--- src/rtl/fetch_queue.sv ---
// Instruction-fetch stage with a prefetch queue and multiple outstanding reads.
// Stale responses after a redirect are dropped by a drain counter.
module fetch_queue #(
    parameter int unsigned DEPTH      = 4,
    parameter logic [31:0] START_ADDR = 32'h0000_0000,
    parameter logic [31:0] NOP        = 32'h0000_0013
) (
    input  logic        CLK,
    input  logic        RST,
    input  logic        FLUSH,
    input  logic [31:0] NEW_PC,
    input  logic        STALL,
    input  logic        MEM_WAIT,
    output logic        INST_RDEN,
    output logic [31:0] INST_RIADDR,
    input  logic [31:0] INST_ROADDR,
    input  logic        INST_RVALID,
    input  logic [31:0] INST_RDATA,
    output logic [31:0] INST_PC,
    output logic [31:0] INST_DATA,
    output logic        INST_VALID
);

    localparam int PW = $clog2(DEPTH);
    localparam int CW = PW + 1;

    logic [31:0]   fetch_pc;
    logic [31:0]   q_pc   [DEPTH];
    logic [31:0]   q_data [DEPTH];
    logic [PW-1:0] rd_ptr;
    logic [PW-1:0] wr_ptr;
    logic [CW-1:0] count;
    logic [CW-1:0] inflight;
    logic [CW-1:0] drop;
    logic [31:0]   pc_q;
    logic [31:0]   data_q;
    logic          valid_q;

    logic [CW:0] credits;
    logic        hold;
    logic        issue;
    logic        drop_rsp;
    logic        push;
    logic        pop;

    always_comb begin
        credits  = {1'b0, count} + {1'b0, inflight};
        hold     = STALL || MEM_WAIT;
        issue    = !RST && !FLUSH && !MEM_WAIT
                   && (credits < (CW+1)'(DEPTH));
        drop_rsp = INST_RVALID && (FLUSH || drop != '0);
        push     = INST_RVALID && !drop_rsp;
        pop      = !FLUSH && !hold && count != '0;
    end

    assign INST_RDEN   = issue;
    assign INST_RIADDR = fetch_pc;
    assign INST_PC     = pc_q;
    assign INST_DATA   = data_q;
    assign INST_VALID  = valid_q;

    // Storage needs no reset; occupancy is tracked by count and pointers.
    always_ff @(posedge CLK) begin
        if (!RST && push) begin
            q_pc[wr_ptr]   <= INST_ROADDR;
            q_data[wr_ptr] <= INST_RDATA;
        end
    end

    always_ff @(posedge CLK) begin
        if (RST) begin
            fetch_pc <= START_ADDR;
            rd_ptr   <= '0;
            wr_ptr   <= '0;
            count    <= '0;
            inflight <= '0;
            drop     <= '0;
            pc_q     <= '0;
            data_q   <= NOP;
            valid_q  <= 1'b0;
        end else begin
            inflight <= inflight + CW'(issue) - CW'(INST_RVALID);
            if (FLUSH) begin
                // Every request still in flight belongs to the old stream.
                fetch_pc <= NEW_PC;
                rd_ptr   <= '0;
                wr_ptr   <= '0;
                count    <= '0;
                drop     <= inflight - CW'(INST_RVALID);
                pc_q     <= NEW_PC;
                data_q   <= NOP;
                valid_q  <= 1'b0;
            end else begin
                if (issue)
                    fetch_pc <= fetch_pc + 32'd4;
                if (INST_RVALID && drop != '0)
                    drop <= drop - CW'(1);
                if (push)
                    wr_ptr <= wr_ptr + PW'(1);
                if (pop)
                    rd_ptr <= rd_ptr + PW'(1);
                count <= count + CW'(push) - CW'(pop);
                if (!hold) begin
                    if (pop) begin
                        pc_q    <= q_pc[rd_ptr];
                        data_q  <= q_data[rd_ptr];
                        valid_q <= 1'b1;
                    end else begin
                        data_q  <= NOP;
                        valid_q <= 1'b0;
                    end
                end
            end
        end
    end

endmodule

--- config.mk ---
export PLATFORM = sky130hd
export DESIGN_NAME = fetch_queue
export DESIGN_NICKNAME = d
export VERILOG_FILES = /design/src/rtl/fetch_queue.sv
export SDC_FILE = /design/constraint.sdc
export NUM_CORES = 1
export LEC_CHECK = 0
export ABC_AREA = 1
export CAP_MARGIN = 20
export CORE_ASPECT_RATIO = 0.5
export CORE_MARGIN = 4
export CORE_UTILIZATION = 59
export CTS_CLUSTER_DIAMETER = 60
export DETAILED_ROUTE_END_ITERATION = 8
export GPL_TIMING_DRIVEN = 0
export PLACE_DENSITY = 0.92
export SLEW_MARGIN = 10
export SYNTH_ARGS = -nofsm -noshare
export SYNTH_HDL_FRONTEND = slang
export SYNTH_SLANG_ARGS = --single-unit
export TNS_END_PERCENT = 5
--- constraint.sdc ---
create_clock -name CLK -period 7.61 [get_ports CLK]
set_input_delay 1.522 -clock CLK [delete_from_list [all_inputs] [get_ports CLK]]
set_output_delay 1.522 -clock CLK [all_outputs]
set_load 0.005 [all_outputs]
==> metrics, run 1 <==
run status finished clean; fin. max-slew vios 0; Peak VDD IR 0.000218 V; share of post-route cells with drive strength above 1 7.27%; total routed wirelength 44100 um; ranking of synthesized cells by area edfxtp_1, dfxtp_1, nand2_1; Hold Path Class reg -> reg; slowest CP cell clkdlybuf4s50_1; dpl hpwl 28600 um; clk sinks 368; largest net degree at the start of global routing 27; Total Power 4160 uW; post-synth top area cell edfxtp_1; port bufs 198; FMAX 0.196 GHz; warnings from Yosys 0; HP Start INST_DATA[25]; LEAKAGE 0.00654 uW; fin crit share 67.0%; skew final 0.0159 ns; vias in the first global route 12200; synthesized area 14900 um^2; CP endpoint kind output pin; CP startpoint FLUSH; multiplexer area fraction after synthesis 0%; Top Ports 200; Final ANT Viol Nets 0; Syn Area/Cell 10.4 um^2; largest family of logic cells by synthesized area simple AND/OR/NAND/NOR gates; total number of vias 12400; # hold bufs at CTS 0; initial antenna violation count 3; Die X-Extent 233 um; clock latency on the worst-skew pair 0.59 ns; fraction of registers with async set/reset 0%; Pwr per Cell Area 224 nW/um^2; die area 28000 um^2; final hold violation count 0; CP peak stage delay 0.58 ns; Post-synth EDFFs 256; hold slack 0.469 ns; drt pass-1 iters 5; # Post-CTS Setup Buffers 0; residual DRC count 0; fin crit period 5.10 ns; post-synth cell types 35; crit path max fanout 11; first-pass GRT wire length 67200 um; worst reg2reg path depth 8; WP depth 6; Vias per Instance 6.10; Clock Path Buffers 3; Setup WS pre-CTS 2.54 ns; synthesized instance count 1430; post-cts sizing count 0; Layout area overhead 24.6%; kind of cell adding the most delay to the critical path buffers and inverters; core area 24400 um^2; RR Startpoint drop[0]; RePlAce Congestion 0.954; Max-Cap Viols 0; commonest non-fill, non-tap cell in the layout nand2_1; Final #Nets 1788; critical-path cell list clkdlybuf4s50_1, nor2_8, nand2_2, nor2_2, buf_2, clkdlybuf4s50_1; worst path bufs/invs 3; CP Class in -> out; adder-cell share of the synthesized area 1.53%; final setup fails 0; wire length per cell 21.7 um; Layout Cells excl Fill 2030; Synthesized Nets 1549; RSZ-0062 raised after global routing false; clk slew on worst S/H paths 0.07 ns; row cnt 40; Seq/Total Area, Yosys 66.6%; main flop type after synthesis edfxtp_1; Req. time, crit path 6.09 ns; CP Data Arrival Time 3.58 ns; Critical Path Source Type input pin; detailed router's first-iteration violation count 1839; Synth Register Bits 368; CTS tree done; PnR worst setup slack 2.51 ns; H-tree Lvls 1; initial core utilization 61.0%; Chip Height 120 um; fraction of the mapped netlist area in compound gates 12.8%; final core utilization 76.1%; Synth top area share 51.6%; Post-Synth Simple-Gate Area 14.1%; Root Driver clkbuf_16; Slew headroom 42.2%; GRT overflow 0; most frequent cells in the layout nand2_1, edfxtp_1, nor2_1; Worst Hold Path Cells 2; cell repeated most along the worst path clkdlybuf4s50_1; worst slew pin tran 0.865 ns; CTS buffer count 30; XOR/XNOR Fraction of Synth Area 0.705%; placed cells 1973; GRT Util Overall 30.8%
[state kept, by name, summed over array words and instances (netlist names), named ones only]
| name | flops |
|---|---|
| INST_DATA | 32 |
| INST_PC | 32 |
| INST_RIADDR | 32 |
| INST_VALID | 1 |
| count | 3 |
| drop | 3 |
| inflight | 3 |
| q_data | 128 |
| q_pc | 128 |
| rd_ptr | 2 |
| wr_ptr | 2 |
[per-stage QoR]
stage,cell area [um^2],setup TNS (ns)
after floorplan,14900,0
after global placement,17300,-74.91
after detailed placement,17600,0
after CTS,18600,0
after global routing,18600,0
final,18600,0
[per-layer routing]
layer	part of all wire (%)	track usage, %	routed length [um]	vias up
met5	0.061	0	27	-
met4	4.2	13.2	1870	4
met3	11	6.10	4770	165
met2	48	52.0	21400	947
met1	36	39.3	16100	5832
li1	-	-	-	5426
[kinds of logic (layout without fill, tap and decap cells)]
family	count (synthesis)	count (layout)
buffers and inverters	153	416
other	0	1
and+or+nand+nor	524	524
DFF	368	368
xor gates and xnor gates	12	12
AOI/OAI and AO/OA	356	356
adders and majority gates	17	17
[power breakdown]
group	switching, uW	internal (uW)
combinational	167	143
clock	743	889
sequential	36.6	2180
total	946	3220
[worst min-delay path, cell delays in order, from the launching register on]
cell and delay [ns]:
dfxtp_1 0.31, nand2_1 0.06, a21oi_1 0.06
[cells in the mapped netlist, drive strengths merged, types with 2 or more instances]
cell type,number
and2,2
nand2,269
ha,15
dfxtp,112
o211ai,6
xor2,8
or2,6
buf,35
o21ai,205
edfxtp,256
inv,74
clkinv,2
nand3b,5
nor2,214
o22ai,38
xnor2,4
a31oi,35
fa,2
clkbuf,42
a21oi,70
nand3,27
[final timing paths]
| check | to | slack [ns] |
|---|---|---|
| worst max register to register | q_data[0][30] | 4.81 |
| worst min-delay path | INST_DATA[25] | 0.47 |
| worst min register to register | INST_DATA[25] | 0.47 |
| worst max-delay path | INST_RDEN | 2.51 |
[area by class of cell]
| cell class | count | area [um^2] |
|---|---|---|
| Clock buffer | 37 | 797 |
| Fill cell | 1443 | 5840 |
| Antenna cell | 1 | 2.50 |
| Inverter | 76 | 285 |
| Timing Repair Buffer | 207 | 2200 |
| Tap cell | 336 | 420 |
| Buffer | 77 | 343 |
| Sequential cell | 368 | 9930 |
| Clock inverter | 19 | 224 |
| Multi-Input combinational cell | 909 | 4380 |
No activity file was read; power rests on OpenSTA's default activity.
==> inputs of run 2 (changes only) <==
--- a/config.mk
+++ b/config.mk
@@ -9,11 +9,11 @@
 export CAP_MARGIN = 20
 export CORE_ASPECT_RATIO = 0.5
 export CORE_MARGIN = 4
-export CORE_UTILIZATION = 59
+export CORE_UTILIZATION = 55
 export CTS_CLUSTER_DIAMETER = 60
 export DETAILED_ROUTE_END_ITERATION = 8
 export GPL_TIMING_DRIVEN = 0
-export PLACE_DENSITY = 0.92
+export PLACE_DENSITY = 0.87
 export SLEW_MARGIN = 10
 export SYNTH_ARGS = -nofsm -noshare
 export SYNTH_HDL_FRONTEND = slang
==> constraint.sdc (replaced) <==
create_clock -name CLK -period 5.3 [get_ports CLK]
set_input_delay 1.06 -clock CLK [delete_from_list [all_inputs] [get_ports CLK]]
set_output_delay 1.06 -clock CLK [all_outputs]
set_load 0.005 [all_outputs]
==> run 2 against run 1 <==
Against the previous run:
- register-to-register slack got worse by 2.3 ns
- die area increased by 6.9%
- utilization decreased by 6.0 points
- critical path depth unchanged
- combinational power is 41% higher
- highest routed layer unchanged
- sequential power up 44%
- global-route usage down 3.8 points
- cell count is 0.99% higher
- clock skew decreased by 0.0016 ns
- non-clock buffer count fell by 1
- clock power increased by 42%
- clock-buffer cell count rose by 8
==> metrics, run 2 (synthesized netlist as in run 1, its figures left out) <==
placed cells 1988; GRT overflow 0; share of post-route cells with drive strength above 1 6.85%; CTS buffer count 31; CTS tree done; run status finished clean; commonest non-fill, non-tap cell in the layout nand2_1; port bufs 198; Max-Cap Viols 0; GRT Util Overall 27.1%; Chip Height 124 um; Vias per Instance 5.82; fin crit share 78.1%; Root Driver clkbuf_16; initial antenna violation count 5; vias in the first global route 11600; Clock Path Buffers 3; CP Data Arrival Time 3.08 ns; RSZ-0062 raised after global routing false; Die X-Extent 241 um; initial core utilization 56.2%; CP endpoint kind output pin; final core utilization 70.0%; skew final 0.0142 ns; clk slew on worst S/H paths 0.06 ns; Critical Path Source Type input pin; post-cts sizing count 0; dpl hpwl 28600 um; Total Power 5950 uW; final hold violation count 0; detailed router's first-iteration violation count 1475; Peak VDD IR 0.000217 V; most frequent cells in the layout nand2_1, edfxtp_1, nor2_1; # Post-CTS Setup Buffers 0; Top Ports 200; PnR worst setup slack 1.16 ns; Setup WS pre-CTS 1.06 ns; biggest regs q_data x128, q_pc x128; FILL cells 1754; LEAKAGE 0.00651 uW; Req. time, crit path 4.24 ns; CP Class in -> out; cell repeated most along the worst path clkdlybuf4s50_1; Layout Cells excl Fill 2050; total routed wirelength 41800 um; FMAX 0.242 GHz; Layout area overhead 24.7%; row cnt 42; Pwr per Cell Area 320 nW/um^2; kind of cell adding the most delay to the critical path buffers and inverters; core area 26500 um^2; RePlAce Congestion 0.936; drt pass-1 iters 6; Slew headroom 41.4%; CP peak stage delay 0.58 ns; Final ANT Viol Nets 0; clk sinks 368; final setup fails 0; residual DRC count 0; die area 30000 um^2; first-pass GRT wire length 63700 um; H-tree Lvls 1; clock latency on the worst-skew pair 0.58 ns; crit path max fanout 11; Final #Nets 1788; total number of vias 11900; slowest CP cell clkdlybuf4s50_1; largest net degree at the start of global routing 28; worst path bufs/invs 3; Hold Path Class reg -> reg; fin crit period 4.14 ns; critical-path cell list clkdlybuf4s50_1, nor2_8, nand2_2, nor2_2, buf_2, clkdlybuf4s50_1; wire length per cell 20.4 um; fin. max-slew vios 0; # hold bufs at CTS 0; worst slew pin tran 0.876 ns
==> run 2: cell count changes in the layout (fill, tap and decap cells not counted), sizes merged <==
cell      delta
bufinv       -1
clkbuf       +8
clkinvlp     +2
clkinv       -8
inv          +1
diode        +3
buf          -1
==> run 2: worst register-to-register path, delay by kind of cell (launching register included) <==
| kind | cells | cell delay [ns] |
|---|---|---|
| fa+ha+maj | 3 | 0.80 |
| buf+inv | 4 | 0.68 |
| flops | 1 | 0.43 |
| simple gates | 4 | 0.70 |
| compound gates | 1 | 0.12 |
==> run 2: per-layer routing <==
metal / up-vias / part of all wire [%] / track usage (%)
li1: 5433 / - / -
met1: 5690 / 38 / 34.9
met2: 691 / 49 / 45.9
met3: 124 / 9.2 / 5.18
met4: 2 / 3.6 / 10.2
met5: - / 0.029 / 0
==> run 2: cell type report <==
cell class | count | area [um^2] | area share [%]
repair buffers | 206 | 2170 | 11.7
flip-flops and latches | 368 | 9930 | 53.4
clock inverters | 13 | 156 | 0.842
clock buffers | 45 | 868 | 4.67
multi-input cells | 909 | 4380 | 23.6
plain buffers | 77 | 343 | 1.84
inverters | 76 | 285 | 1.54
diodes | 4 | 10.0 | 0.0539
well taps | 352 | 440 | 2.37
==> run 2: metrics by stage <==
step,area [um^2],hold slack [ns],TNS [ns]
2_1_floorplan,14900,0.441,0
3_3_place_gp,17300,0.454,-554.10
3_5_place_dp,17500,0.456,0
4_1_cts,18600,0.466,0
5_1_grt,18600,0.482,0
6_report,18600,0.460,0
==> run 2: worst paths after layout <==
path,slack (ns),depth (start not counted),to,start
worst min register to register,0.46,2,INST_DATA[27],INST_DATA[27]
worst min-delay path,0.46,2,INST_DATA[27],INST_DATA[27]
worst max register to register,2.49,12,count[2],count[1]
worst max-delay path,1.16,6,INST_RDEN,FLUSH
==> run 2: power by group <==
part	switching [uW]	internal (uW)	leakage [uW]
logic	233	205	0.00280
registers	51.8	3140	0.00322
clock network	1030	1290	0.000494
